===== src/rtl/coarse_sar_mux.sv =====
// Time-multiplexed successive-approximation sequencer for the coarse CDU loop.
// Shares one ladder/comparator path across CHANNELS axes, with full SAR and +/-1 LSB tracking.
module coarse_sar_mux #(
  parameter int unsigned CHANNELS = 3,
  parameter int unsigned BITS     = 6,
  parameter int unsigned SETTLE   = 4,
  localparam int unsigned CHW     = (CHANNELS > 1) ? $clog2(CHANNELS) : 1
) (
  input  logic                     clk,
  input  logic                     rst_n,
  input  logic                     run,
  input  logic                     track,
  input  logic                     cmp,
  output logic [CHW-1:0]           chsel,
  output logic [BITS-1:0]          trial,
  output logic                     busy,
  output logic                     done,
  output logic [CHW-1:0]           done_ch,
  output logic [CHANNELS*BITS-1:0] angle,
  output logic [CHANNELS-1:0]      valid
);

  localparam int unsigned KW = (BITS > 1) ? $clog2(BITS) : 1;
  localparam int unsigned CW = $clog2(SETTLE + 1);
  localparam logic [CHW-1:0] LAST_CH = CHW'(CHANNELS - 1);

  typedef enum logic [2:0] {S_IDLE, S_LOAD, S_SETTLE, S_COMPARE, S_DONE} state_t;
  typedef enum logic {PH_UP, PH_HOLD} phase_t;

  state_t                    state_q, state_d;
  phase_t                    phase_q, phase_d;
  logic [CHW-1:0]            ch_q, ch_d;
  logic [CHW-1:0]            chsel_q, chsel_d;
  logic [BITS-1:0]           trial_q, trial_d;
  logic [BITS-1:0]           res_q, res_d;
  logic [KW-1:0]             k_q, k_d;
  logic [CW-1:0]             cnt_q, cnt_d;
  logic                      trk_q, trk_d;
  logic                      done_q, done_d;
  logic [CHW-1:0]            done_ch_q, done_ch_d;
  logic [CHANNELS*BITS-1:0]  angle_q, angle_d;
  logic [CHANNELS-1:0]       valid_q, valid_d;
  logic                      cmp_s1_q, cmp_s_q;
  logic [BITS-1:0]           cur_ang;
  logic [BITS-1:0]           t;

  assign cur_ang = angle_q[ch_q*BITS +: BITS];

  always_comb begin
    state_d   = state_q;
    phase_d   = phase_q;
    ch_d      = ch_q;
    chsel_d   = chsel_q;
    trial_d   = trial_q;
    res_d     = res_q;
    k_d       = k_q;
    cnt_d     = cnt_q;
    trk_d     = trk_q;
    done_d    = 1'b0;
    done_ch_d = done_ch_q;
    angle_d   = angle_q;
    valid_d   = valid_q;
    t         = trial_q;
    case (state_q)
      S_IDLE: begin
        if (run) begin
          ch_d    = '0;
          state_d = S_LOAD;
        end
      end
      S_LOAD: begin
        chsel_d = ch_q;
        // Tracking needs a previous full result to step from.
        trk_d   = track && valid_q[ch_q];
        if (track && valid_q[ch_q]) begin
          trial_d = cur_ang + 1'b1;
          phase_d = PH_UP;
        end else begin
          trial_d = BITS'(1) << (BITS - 1);
          k_d     = KW'(BITS - 1);
        end
        cnt_d   = CW'(SETTLE);
        state_d = S_SETTLE;
      end
      S_SETTLE: begin
        if (cnt_q == CW'(1)) state_d = S_COMPARE;
        else                 cnt_d   = cnt_q - 1'b1;
      end
      S_COMPARE: begin
        if (!trk_q) begin
          if (!cmp_s_q) t[k_q] = 1'b0;
          if (k_q != '0) begin
            t[k_q - 1'b1] = 1'b1;
            k_d           = k_q - 1'b1;
            cnt_d         = CW'(SETTLE);
            state_d       = S_SETTLE;
          end else begin
            res_d   = t;
            state_d = S_DONE;
          end
          trial_d = t;
        end else if (phase_q == PH_UP) begin
          if (cmp_s_q) begin
            res_d   = trial_q;
            state_d = S_DONE;
          end else begin
            trial_d = cur_ang;
            phase_d = PH_HOLD;
            cnt_d   = CW'(SETTLE);
            state_d = S_SETTLE;
          end
        end else begin
          res_d   = cmp_s_q ? cur_ang : cur_ang - 1'b1;
          state_d = S_DONE;
        end
      end
      S_DONE: begin
        angle_d[ch_q*BITS +: BITS] = res_q;
        valid_d[ch_q]              = 1'b1;
        done_d                     = 1'b1;
        done_ch_d                  = ch_q;
        if (ch_q != LAST_CH) begin
          ch_d    = ch_q + 1'b1;
          state_d = S_LOAD;
        end else if (run) begin
          ch_d    = '0;
          state_d = S_LOAD;
        end else begin
          state_d = S_IDLE;
        end
      end
      default: state_d = S_IDLE;
    endcase
  end

  always_ff @(posedge clk or negedge rst_n) begin
    if (!rst_n) begin
      state_q   <= S_IDLE;
      phase_q   <= PH_UP;
      ch_q      <= '0;
      chsel_q   <= '0;
      trial_q   <= '0;
      res_q     <= '0;
      k_q       <= '0;
      cnt_q     <= '0;
      trk_q     <= 1'b0;
      done_q    <= 1'b0;
      done_ch_q <= '0;
      angle_q   <= '0;
      valid_q   <= '0;
      cmp_s1_q  <= 1'b0;
      cmp_s_q   <= 1'b0;
    end else begin
      state_q   <= state_d;
      phase_q   <= phase_d;
      ch_q      <= ch_d;
      chsel_q   <= chsel_d;
      trial_q   <= trial_d;
      res_q     <= res_d;
      k_q       <= k_d;
      cnt_q     <= cnt_d;
      trk_q     <= trk_d;
      done_q    <= done_d;
      done_ch_q <= done_ch_d;
      angle_q   <= angle_d;
      valid_q   <= valid_d;
      cmp_s1_q  <= cmp;
      cmp_s_q   <= cmp_s1_q;
    end
  end

  assign chsel   = chsel_q;
  assign trial   = trial_q;
  assign busy    = (state_q != S_IDLE);
  assign done    = done_q;
  assign done_ch = done_ch_q;
  assign angle   = angle_q;
  assign valid   = valid_q;

endmodule


===== config.mk =====
export PLATFORM = sky130hd
export DESIGN_NAME = coarse_sar_mux
export DESIGN_NICKNAME = d
export VERILOG_FILES = /design/src/rtl/coarse_sar_mux.sv
export SDC_FILE = /design/constraint.sdc
export NUM_CORES = 1
export LEC_CHECK = 0
export CAP_MARGIN = 20
export CORE_ASPECT_RATIO = 1.75
export CORE_UTILIZATION = 60
export DETAILED_ROUTE_END_ITERATION = 7
export GPL_TIMING_DRIVEN = 1
export PLACE_DENSITY = 0.82
export SYNTH_ARGS = -nofsm -noshare
export SYNTH_HDL_FRONTEND = slang
export SYNTH_SLANG_ARGS = --single-unit

===== constraint.sdc =====
create_clock -name clk -period 3.7 [get_ports clk]
set_input_delay 0.37 -clock clk [delete_from_list [all_inputs] [get_ports clk]]
set_output_delay 0.37 -clock clk [all_outputs]
set_load 0.05 [all_outputs]

-- After elaboration in Yosys (flattened, before gate mapping)
Index checks and enable logic that the tools add are counted.
- order comparisons: 6
- shift-type cells: 3
- bitwise operators: 4
- multiplexer cells: 51
- add/subtract/negate cells: 6
- multiply operators: 1
- equality and inequality tests: 19
- reduce and logical (&&, ||, !) cells: 16
- operators by type and width (cell ; number):
    $mux W6 ; 13
    $mux W3 ; 14
    $neg A5 Y34 ; 1
    $shift A6 B34 Y18 const A ; 1
    $shiftx A6 B34 Y18 ; 1
    $ne A2 B2 Y1 const B ; 10
    $bwmux W18 ; 1
    $shiftx A18 B6 Y6 ; 1
    $pmux W3 S5 ; 1
    $pmux W6 S2 ; 1
    $mux W1 ; 11
    $ne A3 B3 Y1 const B ; 3
    $pmux W3 S3 ; 1
    $reduce_and A3 Y1 ; 3
    $reduce_bool A3 Y1 ; 3
    $lt A3 B4 Y1 const B ; 2
    $add A6 B1 Y6 const B ; 1
    $and A6 B6 Y6 ; 1
    $demux W1 S3 ; 2
    $eq A3 B1 Y1 const B ; 2
    $eq A3 B2 Y1 const B ; 2
    $ge A3 B1 Y1 const B ; 2
    $not A6 Y6 ; 1
    $or A6 B6 Y6 ; 1
    21 further kinds ; 27
- word-level logic and storage cells: 121
- bits of input ports: 5
- flip-flop bits (word level): 53
- output and inout port bits: 33

-- Depth between registers and ports, before layout
- word-level depth: 13
- depth in mapped cells: 11
- depth with buffers taken out: 9

-- Least setup slack after synthesis
Ideal clock, no wire load.
- kind: register to register
- start point: reg ch_q[0]
- end point: reg angle_q[14], in the netlist angle[14]
- setup time: 121 ps
- clock period less this slack: 2302 ps
- stages on the path, launching flop included: 12
- arrival: 2181 ps
- path buffers: 3
- slack: 1398 ps
- required time: 3579 ps
- cell sequence: dfrtp_1 -> buf_6 -> clkbuf_1 -> inv_1 -> ha_1 -> buf_1 -> inv_1 -> nand2_1 -> o21ai_0 -> nand2_1 -> o21ai_0 -> a22o_1
- cells in the longest elaborated chain, start to end: 4
- elaborated cells on any way between the ends: 5
- those cells by class: add/sub (1); mul (1); shift (2); mux (1)
- ends and longest elaborated chain (what ; line ; RTL):
    from (decl) ; 32 ; logic [CHW-1:0] ch_q, ch_d;
    from (signal assigned) ; 156 ; ch_q <= ch_d;
    $mul A2 B2 Y4 * ; 118 ; angle_d[ch_q*BITS +: BITS] = res_q;
    $neg A5 Y34 * ; 118 ;
    $shiftx A6 B34 Y18 or $shift A6 B34 Y18 (tied branches) ; 118 ;
    $bwmux W18 * ; 118 ;
    to (signal assigned) ; 165 ; angle_q <= angle_d;
    to (decl) ; 41 ; logic [CHANNELS*BITS-1:0] angle_q, angle_d;
Every way passes the cells marked *; elsewhere a longest branch is shown, timed or not.
A chain may end at the register's enable or synchronous reset.

-- Worst setup path in the final report
- start point: reg k_q[0]
- end point: reg trial_q[3], in the netlist trial[3]
- cells in the longest elaborated chain, start to end: 13
- elaborated cells on any way between the ends: 21
- those cells by class: add/sub (1); order compare (4); mux (10); bitwise (3); reduce/logical (3)
- ends and longest elaborated chain (what ; line ; RTL):
    from (decl) ; 36 ; logic [KW-1:0] k_q, k_d;
    from (signal assigned) ; 160 ; k_q <= k_d;
    $lt A3 B4 Y1 (not written as such) or $ge A3 B1 Y1 (tied branches) ; 91 ; if (!cmp_s_q) t[k_q] = 1'b0;
    $logic_and A1 B1 Y1 (not written as such) ; 91 ;
    $mux W1 (not written as such) ; 91 ;
    $demux W1 S3 ; 91 ;
    $not A6 Y6 (no source line) ; - ;
    $and A6 B6 Y6 (no source line) ; - ;
    $mux W6 ; 91 ;
    $mux W6 ; 90 ; if (!trk_q) begin
    $mux W6 ; 64 ; case (state_q)
    $or A6 B6 Y6 (no source line) ; - ;
    $mux W6 * ; 92 ; if (k_q != '0) begin
    $mux W6 * ; 90 ;
    $pmux W6 S2 * ; 64 ;
    to (signal assigned) ; 158 ; trial_q <= trial_d;
    to (decl) ; 34 ; logic [BITS-1:0] trial_q, trial_d;
Every way passes the cells marked *; elsewhere a longest branch is shown, timed or not. The select of a mux whose other input is x is not followed.

==> results.py <==
metrics = {
    "placement": {
        "portBuffers": 37,
        "dp_hpwl_microns": 5630,
        "routabilityCongestion": 0.925,
    },
    "final_layout": {
        "drive_above_1_share": 0.0740,
        "multi_input_area_sq_um": 1680,
        "seq_area_sq_um": 1330,
        "mostFrequentLayoutCell": "dfrtp_1",
        "area_delta_synth_final_pct": 13.8,
        "final_cell_mix": "dfrtp_1 (53), nand2_1 (44), clkdlybuf4s50_1 (36)",
        "diodes": 0,
        "fillers": 381,
        "nets": 380,
    },
    "worst_setup_path": {
        "r2r-start": "k_q[0]",
        "path_class": "register to register",
        "ff2ff_setup_slack_ps": 1030,
        "cp.required_ps": 3940,
        "critPathLaunchType": "register",
        "worstPathArrival_ps": 2910,
        "critPathMaxFanout": 11,
        "path_cells": "inv_1 -> ha_1 -> or3_1 -> a2111oi_0 -> a21oi_1 -> a21o_1 -> a31oi_1",
        "worstReg2RegEnd": "trial[3]",
        "crit_slowest_cell": "a2111oi_0",
        "critPathMaxStageDelay_ps": 780,
        "worstRegToRegCells": 7,
        "cp-end-kind": "register",
    },
    "timing": {
        "slew_headroom": 0.315,
        "finalSetupViolations": 0,
        "tightest_slew_ps": 1020,
        "fmax_mhz": 375,
        "maxSlewViolCount": 0,
        "hold_viol_final": 0,
        "skew_ps": 12.3,
        "period_share": 0.720,
        "grt_setup_unrepaired": "false",
        "fin_setup_tns_ps": 0,
        "fin_crit_ps": 2670,
    },
    "floorplan": {
        "io_pins": 38,
        "dieArea_sq_um": 5590,
        "core_area_sq_um": 5020,
        "rows": 34,
        "die_w_microns": 57.0,
        "initial_core_util": 0.632,
        "die_y_microns": 98.2,
    },
    "cts": {
        "cts_root_buf": "clkbuf_8",
        "clk_latency_ps": 320,
        "cts_made_buffers": 5,
        "cts.reportedPaths.clkPinSlew_ps": 100,
        "clkSinkCount": 53,
        "post_cts_buffers": 0,
        "clock_path_buffers": 2,
        "tritoncts": "done",
        "htree_levels": 2,
        "post_cts_resized": 0,
        "holdBufCountCts": 0,
    },
    "power_and_ir_drop": {
        "p_per_area_nw_per_um2": 759,
        "leakagePower_nw": 1.51,
        "vdd_drop_max_uv": 442,
        "p_total_mw": 2.74,
    },
    "route": {
        "antenna_left": 0,
        "drt_iter0_drc": 177,
        "wl_microns": 7640,
        "firstDrtPassIters": 8,
        "wl_per_cell_microns": 18.2,
        "routed-via-count": 2688,
        "drt-vias-per-instance": 6.42,
        "drc": 8,
    },
    "global_route": {
        "gr-total-overflow": 0,
        "grt.total_usage": 0.286,
        "grt_pass1_wl_microns": 12500,
        "grt_max_degree": 54,
        "grt_pass1_vias": 2608,
        "antenna_found_initial": 0,
    },
    "synth": {
        "synth_top_family_by_area": "compound AO/OA/AOI/OAI gates",
        "synth-compound-area-share": 0.235,
        "syn_inst": 338,
        "synth-simple-area-share": 0.164,
        "synth.mux.area_fraction": 0.0659,
        "yosys_most_used_dff": "dfrtp_1",
        "synth_fp_nets": 354,
        "synth_adder_area_share": 0.0434,
        "synth_area_per_cell_sq_um": 9.38,
        "async_flop_share": 1.00,
        "synth_warnings": 0,
        "ys_types": 57,
        "seq_area_frac_synth": 0.418,
        "synth_xor_xnor_area_share": 0.0221,
        "synth_seq_cells": 53,
        "syn-cell-area_sq_um": 3170,
        "synth_edf_count": 0,
    },
    "status": {
        "violations": "DRC",
        "status": "complete, but fails checks",
    },
    "flow_run": {
        "drv_cap": 0,
    },
    "worst_hold_path": {
        "min_path_type": "primary input to async pin",
    },
}
-- cell type report --
type | count | share of cell area
multi-input cells | 248 | 0.466
flip-flops and latches | 53 | 0.367
clock inverters | 3 | 0.00589
repair buffers | 39 | 0.105
clock buffers | 5 | 0.0191
well taps | 54 | 0.0187
inverters | 17 | 0.0177
-- report_power, final --
group | switching, mW | total (mW) | internal [mW] | leakage (nW)
combinational | 0.924 | 1.47 | 0.542 | 0.779
clock | 0.208 | 0.343 | 0.135 | 0.0445
sequential | 0.203 | 0.931 | 0.729 | 0.684
-- cell families (layout without fill, tap and decap cells) --
family / count (synthesis) / count (layout)
DFF: 53 / 53
AOI/OAI and AO/OA: 99 / 99
and+or+nand+nor: 110 / 110
adders and majority gates: 11 / 11
buffers and inverters: 37 / 64
xor gates and xnor gates: 8 / 8
muxes: 20 / 20
-- worst max-delay path by stage --
stage,from,endpoint,depth (start not counted)
6_report,k_q[0],trial[3],7
5_1_grt,ch_q[1],res_q[1],8
4_1_cts,ch_q[1],res_q[1],8
3_5_place_dp,ch_q[1],res_q[1],8
3_3_place_gp,ch_q[1],res_q[1],8
2_1_floorplan,ch_q[0],angle[14],11
-- per-stage QoR --
step                      instance area, sq um  setup WS, ps  hold slack [ps]  std cells   util
final                                     3610          1030              173        419  0.719
after global routing                      3610           941              228        419  0.719
after CTS                                 3610          1130              186        419  0.719
after detailed placement                  3520          1150              340        411  0.701
after global placement                    3520          1220              338        411  0.701
after floorplan                           3170          1400             74.4        338      -
-- state kept, by name, indices dropped and copies added (netlist names), 3 cells and up --
name and flops:
res_q 6, valid 3, angle 18, k_q 3, cnt_q 3, state_q 3
trial 6
-- per-layer routing --
metal | GRT usage | vias up | share of wire
li1 | - | 1274 | -
met1 | 0.325 | 1302 | 0.39
met2 | 0.518 | 87 | 0.54
met3 | 0.0291 | 25 | 0.032
met4 | 0.144 | 0 | 0.041
met5 | 0 | - | 0
-- synthesized netlist by cell type, types with 3 or more instances --
cell      instances  area [sq um]
nand2_1          44           165
o31ai_1           8          60.1
nand2b_1          8          50.1
nand3_1          10          50.1
buf_2             4          20.0
mux2_2            7          78.8
a311oi_1          3          26.3
nor3_1            4          20.0
o21ai_0          22           110
xor2_1            5          43.8
a21oi_1          14          70.1
a31oi_1          14          87.6
clkbuf_1         12          45.0
o41ai_1           6          52.6
xnor2_1           3          26.3
inv_1            16          60.1
ha_1             11           138
nor2b_1           3          18.8
a22o_1            7          61.3
nor2_1           28           105
and3_1            3          18.8
dfrtp_1          53          1330
a21o_1            3          22.5
mux2i_1          13           130
-- critical path: cells and delay by family (launching register included) --
| family | cells | cell delay, ps |
|---|---|---|
| AOI/OAI and AO/OA | 4 | 1220 |
| adders and majority gates | 1 | 270 |
| and+or+nand+nor | 1 | 400 |
| DFF | 1 | 530 |
| buffers and inverters | 1 | 170 |
Note: power is estimated with default switching activity, not from simulation.
